$ cat config.mk
export PLATFORM = sky130hd
export DESIGN_NAME = vr_burst_source
export DESIGN_NICKNAME = d
export VERILOG_FILES = /design/src/rtl/vr_bus_pkg.sv /design/src/rtl/vr_burst_source.sv
export SDC_FILE = /design/constraint.sdc
export NUM_CORES = 1
export LEC_CHECK = 0
export ABC_AREA = 1
export CORE_ASPECT_RATIO = 1.2
export CORE_UTILIZATION = 29
export DETAILED_ROUTE_END_ITERATION = 12
export SLEW_MARGIN = 20
export SYNTH_ARGS = -nofsm -noshare
export SYNTH_HDL_FRONTEND = slang
export SYNTH_SLANG_ARGS = --single-unit
$ cat constraint.sdc
create_clock -name clk -period 2 [get_ports clk]
set_input_delay 0.4 -clock clk [delete_from_list [all_inputs] [get_ports clk]]
set_output_delay 0.4 -clock clk [all_outputs]
set_load 0.03 [all_outputs]
$ cat src/rtl/vr_bus_pkg.sv
// ---------------------------------------------------------------------------
// vr_bus_pkg
// Shared definitions for both ends of the valid/ready bus: the control-state
// encoding used by bus sources and the handshake qualifier that decides
// whether a beat moves on a given clock edge.
// ---------------------------------------------------------------------------
package vr_bus_pkg;

  // Encodings are fixed so that state values read the same on both sides of
  // the bus when probed or logged.
  typedef enum logic [1:0] {
    ST_IDLE = 2'd0,
    ST_SEND = 2'd1,
    ST_GAP  = 2'd2
  } vr_state_e;

  // A beat transfers on a rising edge where both handshake signals are high.
  function automatic logic fire(input logic valid, input logic ready);
    return valid && ready;
  endfunction

endpackage : vr_bus_pkg

$ cat src/rtl/vr_burst_source.sv
// ---------------------------------------------------------------------------
// vr_burst_source
// Valid/ready stream source. A start request in IDLE launches a burst of
// len_i beats whose data counts up from base_i (wrapping at 2^DATA_W). The
// final beat carries m_last_o. Once the last beat is accepted, done_o pulses
// for one cycle and the block waits GAP_CYC idle cycles before it accepts
// another request. abort_i ends a burst early without a done_o pulse.
//
// Ports
//   clk        rising-edge clock
//   rst_n      asynchronous active-low reset
//   start_i    burst request, sampled only in IDLE
//   len_i      beat count, sampled with start_i (0 = ignore request)
//   base_i     first data value, sampled with start_i
//   abort_i    end the current burst (has effect only in SEND)
//   busy_o     high while in SEND or GAP
//   done_o     one-cycle pulse after the last beat is accepted
//   m_valid_o  stream valid
//   m_data_o   stream data
//   m_last_o   marks the final beat of the burst
//   m_ready_i  sink ready
//
// Every output comes straight from a flop, so there is no combinational path
// from m_ready_i or start_i to an output.
// ---------------------------------------------------------------------------
module vr_burst_source
  import vr_bus_pkg::*;
#(
  parameter int DATA_W  = 8,
  parameter int LEN_W   = 8,
  parameter int GAP_CYC = 2
) (
  input  logic              clk,
  input  logic              rst_n,
  input  logic              start_i,
  input  logic [LEN_W-1:0]  len_i,
  input  logic [DATA_W-1:0] base_i,
  input  logic              abort_i,
  output logic              busy_o,
  output logic              done_o,
  output logic              m_valid_o,
  output logic [DATA_W-1:0] m_data_o,
  output logic              m_last_o,
  input  logic              m_ready_i
);

  // The gap counter is loaded with GAP_CYC-1 and counts down to zero, so GAP
  // lasts exactly GAP_CYC cycles. It keeps at least one bit so that the
  // declaration stays legal when GAP_CYC is 0 or 1.
  localparam int              GAP_W    = (GAP_CYC > 1) ? $clog2(GAP_CYC) : 1;
  localparam logic [GAP_W-1:0] GAP_LOAD = GAP_W'((GAP_CYC > 0) ? GAP_CYC - 1 : 0);

  vr_state_e         state_q, state_d;
  logic [LEN_W-1:0]  rem_q,   rem_d;    // beats still to deliver, current beat included
  logic [GAP_W-1:0]  gap_q,   gap_d;
  logic              valid_q, valid_d;
  logic [DATA_W-1:0] data_q,  data_d;
  logic              last_q,  last_d;
  logic              busy_q,  busy_d;
  logic              done_q,  done_d;
  logic              xfer;

  assign xfer = fire(valid_q, m_ready_i);

  // NOTE: every next-state signal gets its hold value first. Any path through
  // the case statement that skips an assignment then holds the value instead
  // of inferring a latch.
  always_comb begin
    state_d = state_q;
    rem_d   = rem_q;
    gap_d   = gap_q;
    valid_d = valid_q;
    data_d  = data_q;
    last_d  = last_q;
    busy_d  = busy_q;
    done_d  = 1'b0;

    unique case (state_q)
      ST_IDLE: begin
        // A zero-length request is dropped. m_ready_i does not matter here.
        if (start_i && (len_i != '0)) begin
          state_d = ST_SEND;
          rem_d   = len_i;
          valid_d = 1'b1;
          data_d  = base_i;
          last_d  = (len_i == LEN_W'(1));
          busy_d  = 1'b1;
        end
      end

      ST_SEND: begin
        if (abort_i) begin
          // Abort takes priority over a transfer on the same edge. That beat
          // has still gone out on the bus, but the burst ends here.
          state_d = ST_IDLE;
          rem_d   = '0;
          valid_d = 1'b0;
          data_d  = '0;
          last_d  = 1'b0;
          busy_d  = 1'b0;
        end else if (xfer) begin
          if (last_q) begin
            rem_d   = '0;
            valid_d = 1'b0;
            data_d  = '0;
            last_d  = 1'b0;
            done_d  = 1'b1;
            if (GAP_CYC == 0) begin
              state_d = ST_IDLE;
              busy_d  = 1'b0;
            end else begin
              state_d = ST_GAP;
              gap_d   = GAP_LOAD;
            end
          end else begin
            // The data counter wraps naturally at the register width.
            data_d = data_q + DATA_W'(1);
            rem_d  = rem_q - LEN_W'(1);
            last_d = (rem_q == LEN_W'(2));
          end
        end
        // With valid high and ready low nothing changes, so data and last
        // hold steady through the stall.
      end

      ST_GAP: begin
        // start_i is ignored here and is not queued.
        if (gap_q == '0) begin
          state_d = ST_IDLE;
          busy_d  = 1'b0;
        end else begin
          gap_d = gap_q - GAP_W'(1);
        end
      end

      default: begin
        state_d = ST_IDLE;
        rem_d   = '0;
        gap_d   = '0;
        valid_d = 1'b0;
        data_d  = '0;
        last_d  = 1'b0;
        busy_d  = 1'b0;
      end
    endcase
  end

  // NOTE: sequential state uses non-blocking assignments only. All flops then
  // update together at the edge, and no flop sees another flop's new value in
  // the same cycle.
  always_ff @(posedge clk or negedge rst_n) begin
    if (!rst_n) begin
      state_q <= ST_IDLE;
      rem_q   <= '0;
      gap_q   <= '0;
      valid_q <= 1'b0;
      data_q  <= '0;
      last_q  <= 1'b0;
      busy_q  <= 1'b0;
      done_q  <= 1'b0;
    end else begin
      state_q <= state_d;
      rem_q   <= rem_d;
      gap_q   <= gap_d;
      valid_q <= valid_d;
      data_q  <= data_d;
      last_q  <= last_d;
      busy_q  <= busy_d;
      done_q  <= done_d;
    end
  end

  assign m_valid_o = valid_q;
  assign m_data_o  = data_q;
  assign m_last_o  = last_q;
  assign busy_o    = busy_q;
  assign done_o    = done_q;

endmodule : vr_burst_source

==> results of run 1 <==
==> worst max path at each step <==
stage	slack, ns	start	cells after the start	to
final	0.18	m_data_o[5]	1	m_data_o[5]
after global routing	0.11	m_data_o[5]	1	m_data_o[5]
after CTS	0.16	m_data_o[5]	1	m_data_o[5]
after detailed placement	0.12	len_i[2]	9	m_data_o[1]
after global placement	0.14	len_i[2]	9	m_data_o[0]
after floorplan	0.58	m_data_o[1]	8	m_data_o[6]
==> cell type report <==
| class | instances | area (sq um) |
|---|---|---|
| Fill cell | 551 | 3047 |
| Clock buffer | 3 | 41.29 |
| Timing Repair Buffer | 38 | 365.4 |
| Inverter | 27 | 101.3 |
| Clock inverter | 1 | 5.005 |
| Sequential cell | 23 | 575.6 |
| Tap cell | 60 | 75.07 |
| Multi-Input combinational cell | 173 | 799.5 |
==> power by group through the flow <==
| stage | sequential (mW) | combinational (mW) | clock [mW] |
|---|---|---|---|
| after floorplan | 0.979 | 0.926 | 0 |
| after global placement | 0.835 | 1.51 | 0 |
| after detailed placement | 0.835 | 1.53 | 0 |
| after CTS | 0.829 | 1.53 | 0.307 |
| after global routing | 0.860 | 1.73 | 0.321 |
| final | 0.827 | 1.52 | 0.295 |
==> registers in the layout, indices dropped and copies added (netlist names) <==
signal     count
m_data_o       8
rem_q          8
state_q        2
busy_o         1
done_o         1
gap_q          1
m_last_o       1
m_valid_o      1
==> synth_stat cells (all sizes together) <==
master / instances
nor2: 22
or2: 1
inv: 27
buf: 5
nand4: 3
nand2: 107
o21ai: 11
a21boi: 1
xnor2: 1
o31ai: 1
o21bai: 2
dfrtp: 23
nand3: 17
a22oi: 3
a21oi: 1
ha: 3
==> metal layers <==
| metal | GRT usage (%) | vias to the layer above |
|---|---|---|
| met5 | 0 | - |
| met4 | 5.625 | 0 |
| met3 | 1.806 | 5 |
| met2 | 26.96 | 33 |
| met1 | 18.76 | 665 |
| li1 | - | 779 |
==> kinds of logic (layout without fill, tap and decap cells) <==
family	after synthesis	after routing	share of synthesized area [%]
flip-flops	23	23	37.70
adder cells (fa/ha/maj)	3	3	2.459
XOR/XNOR	1	1	0.5739
AND/OR/NAND/NOR	150	150	40.25
buffers and inverters	32	69	9.918
AO/OA/AOI/OAI	19	19	9.097
==> through the flow <==
stage | power [mW] | utilization (%) | setup WS [ns] | hold WS [ns] | instances
floorplan | 1.905 | - | 0.5759 | 0.1044 | 228
global placement | 2.341 | 38.26 | 0.1424 | 0.4664 | 321
detailed placement | 2.362 | 38.26 | 0.1231 | 0.4610 | 321
CTS | 2.668 | 39.19 | 0.1643 | 0.4858 | 325
global route | 2.907 | 39.19 | 0.1115 | 0.5064 | 325
finish | 2.642 | 39.19 | 0.1813 | 0.4731 | 325
==> summary.txt, run 1 <==
Detailed routing
  • Detailed route wirelength on metal2: 1.810 mm
  • Total length of routed met3 wires: 121 um
  • Number of vias after detailed routing: 1,482
  • Routed length per instance: 11.31 um
  • Detailed Routing Iterations Pass 1: 5
  • DRC Markers: 0
  • Via-to-Cell Ratio: 4.560
  • Number of antenna-violating nets in the routed design: 0
  • Metal1 wirelength: 1.683 mm
  • Wire length reported by the detailed router: 3.677 mm
  • Starting DRT DRC Count: 39
  • Highest layer used for signal routing: met4

STA
  • Finish-stage setup viols: 0
  • Max_slew headroom: 77.86%
  • Final cycle utilization of the critical path: 90.94%
  • Slew at the pin with the worst max-slew slack: 0.3316 ns
  • Final critical path time including I/O delays and setup: 1.819 ns
  • Setup repair after global routing missed its margin: false
  • Highest attainable clock frequency: 0.5498 GHz
  • Total count of hold-check failures in the final report: 0
  • Count of final max-slew check failures: 0
  • Setup TNS: 0 ns
  • Worst clock skew on the final layout: 0.001498 ns

Floorplanning
  • Count of standard-cell rows: 28
  • Effective utilization at floorplan: 30.47%
  • Std-Cell Core Area: 5010 sq um
  • Number of ports placed on the die boundary: 33
  • Width of the die: 68.23 um
  • Die height: 81.48 um
  • Floorplan die area: 5559 sq um

Clock tree
  • Root buffer selected by CTS: clkbuf_8
  • Buffers inserted during post-CTS setup optimization: 0
  • Clock latency reported for the late side of the worst-skew pair: 0.27 ns
  • H-tree levels: 1
  • Total clock sinks: 23
  • Count of hold buffers inserted by post-cts repair: 0
  • Number of buffers on the longest clock path: 2
  • CTS tree: built
  • Number of gates resized after CTS: 0
  • Clock-pin slew on the worst setup and hold paths: 0.08 ns
  • CTS Buf Count: 3

Power and ir drop
  • Static leakage power: 1.011 nW
  • Clk network pwr share: 11.2%
  • Internal portion of total power: 1.374 mW
  • Max VDD drop: 0.5306 mV
  • Sw power: 1.268 mW
  • Power density normalized to cell area: 1346 nW/um^2
  • Gate power share: 57.5%
  • Proportion of total power due to net switching: 48.01%
  • Sequential power share: 31.3%

Critical path
  • Startpoint types: register
  • Critical Path Sink Type: output pin
  • FF-to-FF Start: state_q[1]
  • Buffer and inverter count on the worst path: 1
  • Worst-path maximum fanout: 7
  • Biggest cell delay along the critical path: 0.70 ns
  • Slack of the worst reg-to-reg path: 0.59 ns
  • Worst setup path class: reg2out
  • Reg2Reg Depth: 9
  • Gate family responsible for the most delay along the worst path: buffers and inverters
  • CP max stage cell: clkdlybuf4s50_1
  • Critical-path cell list: clkdlybuf4s50_1
  • Worst Path Arrival: 1.42 ns
  • Data required, critical path: 1.60 ns
  • Endpoint of the worst-slack reg-to-reg timing path: m_data_o[4]

Layout
  • Final cell area excluding filler cells: 1963 sq um
  • Commonest non-fill, non-tap cells in the layout: nand2_1 (106), clkdlybuf4s50_1 (32), inv_1 (24)
  • Most common library cell in the layout ignoring fill and taps: nand2_1
  • Total Nets Final: 290
  • N_diodes: 0
  • Area Overhead vs Synth: 28.61%
  • Share of final-layout standard cells stronger than drive strength 1: 8.679%

Logic synthesis
  • Net count after synthesis: 252
  • Number of library cell types mapped by synthesis: 22
  • Area share of the largest cell type after synthesis: 37.70%
  • Post-synthesis average cell area: 6.695 sq um
  • Cell types with the largest area share after synthesis: dfrtp_1 (38%), nand2_1 (26%), inv_1 (5.9%), nand3_1 (5.6%), nor2_1 (4.7%)
  • Count of mapped cells out of synthesis: 228
  • Warning count from the yosys run: 0
  • Cell taking the most area after synthesis: dfrtp_1
  • Post-synthesis sequential element count: 23
  • Sequential-to-total area share from yosys stat: 37.70%
  • Netlist Area Pre-Place: 1526 sq um

Global route
  • Largest net degree at the start of global routing: 24
  • Overflow left after global routing: 0
  • Combined global-route utilization of all metal layers: 15.32%
  • Antenna violations before repair: 0
  • Via count of the first global-routing pass: 1,446
  • First-pass GRT wire length: 6.354 mm

Place
  • Global placer's final weighted congestion: 0.8740
  • Number of port buffers: 32
  • Placed cell area: 1917 sq um
  • Half-perimeter wire length after detailed placement: 2.782 mm

Status
  • Outcome: completed

Worst hold path
  • Type of the most critical hold path: in2async

Flow run
  • Number of max-cap violations: 0
(Power assumes the default switching activity.)
==> run 2, diff against run 1 <==
SLEW_MARGIN = not set   (was 20)
==> results of run 2 <==
No change in the layout: final DEF, timing and power equal those of run 1.
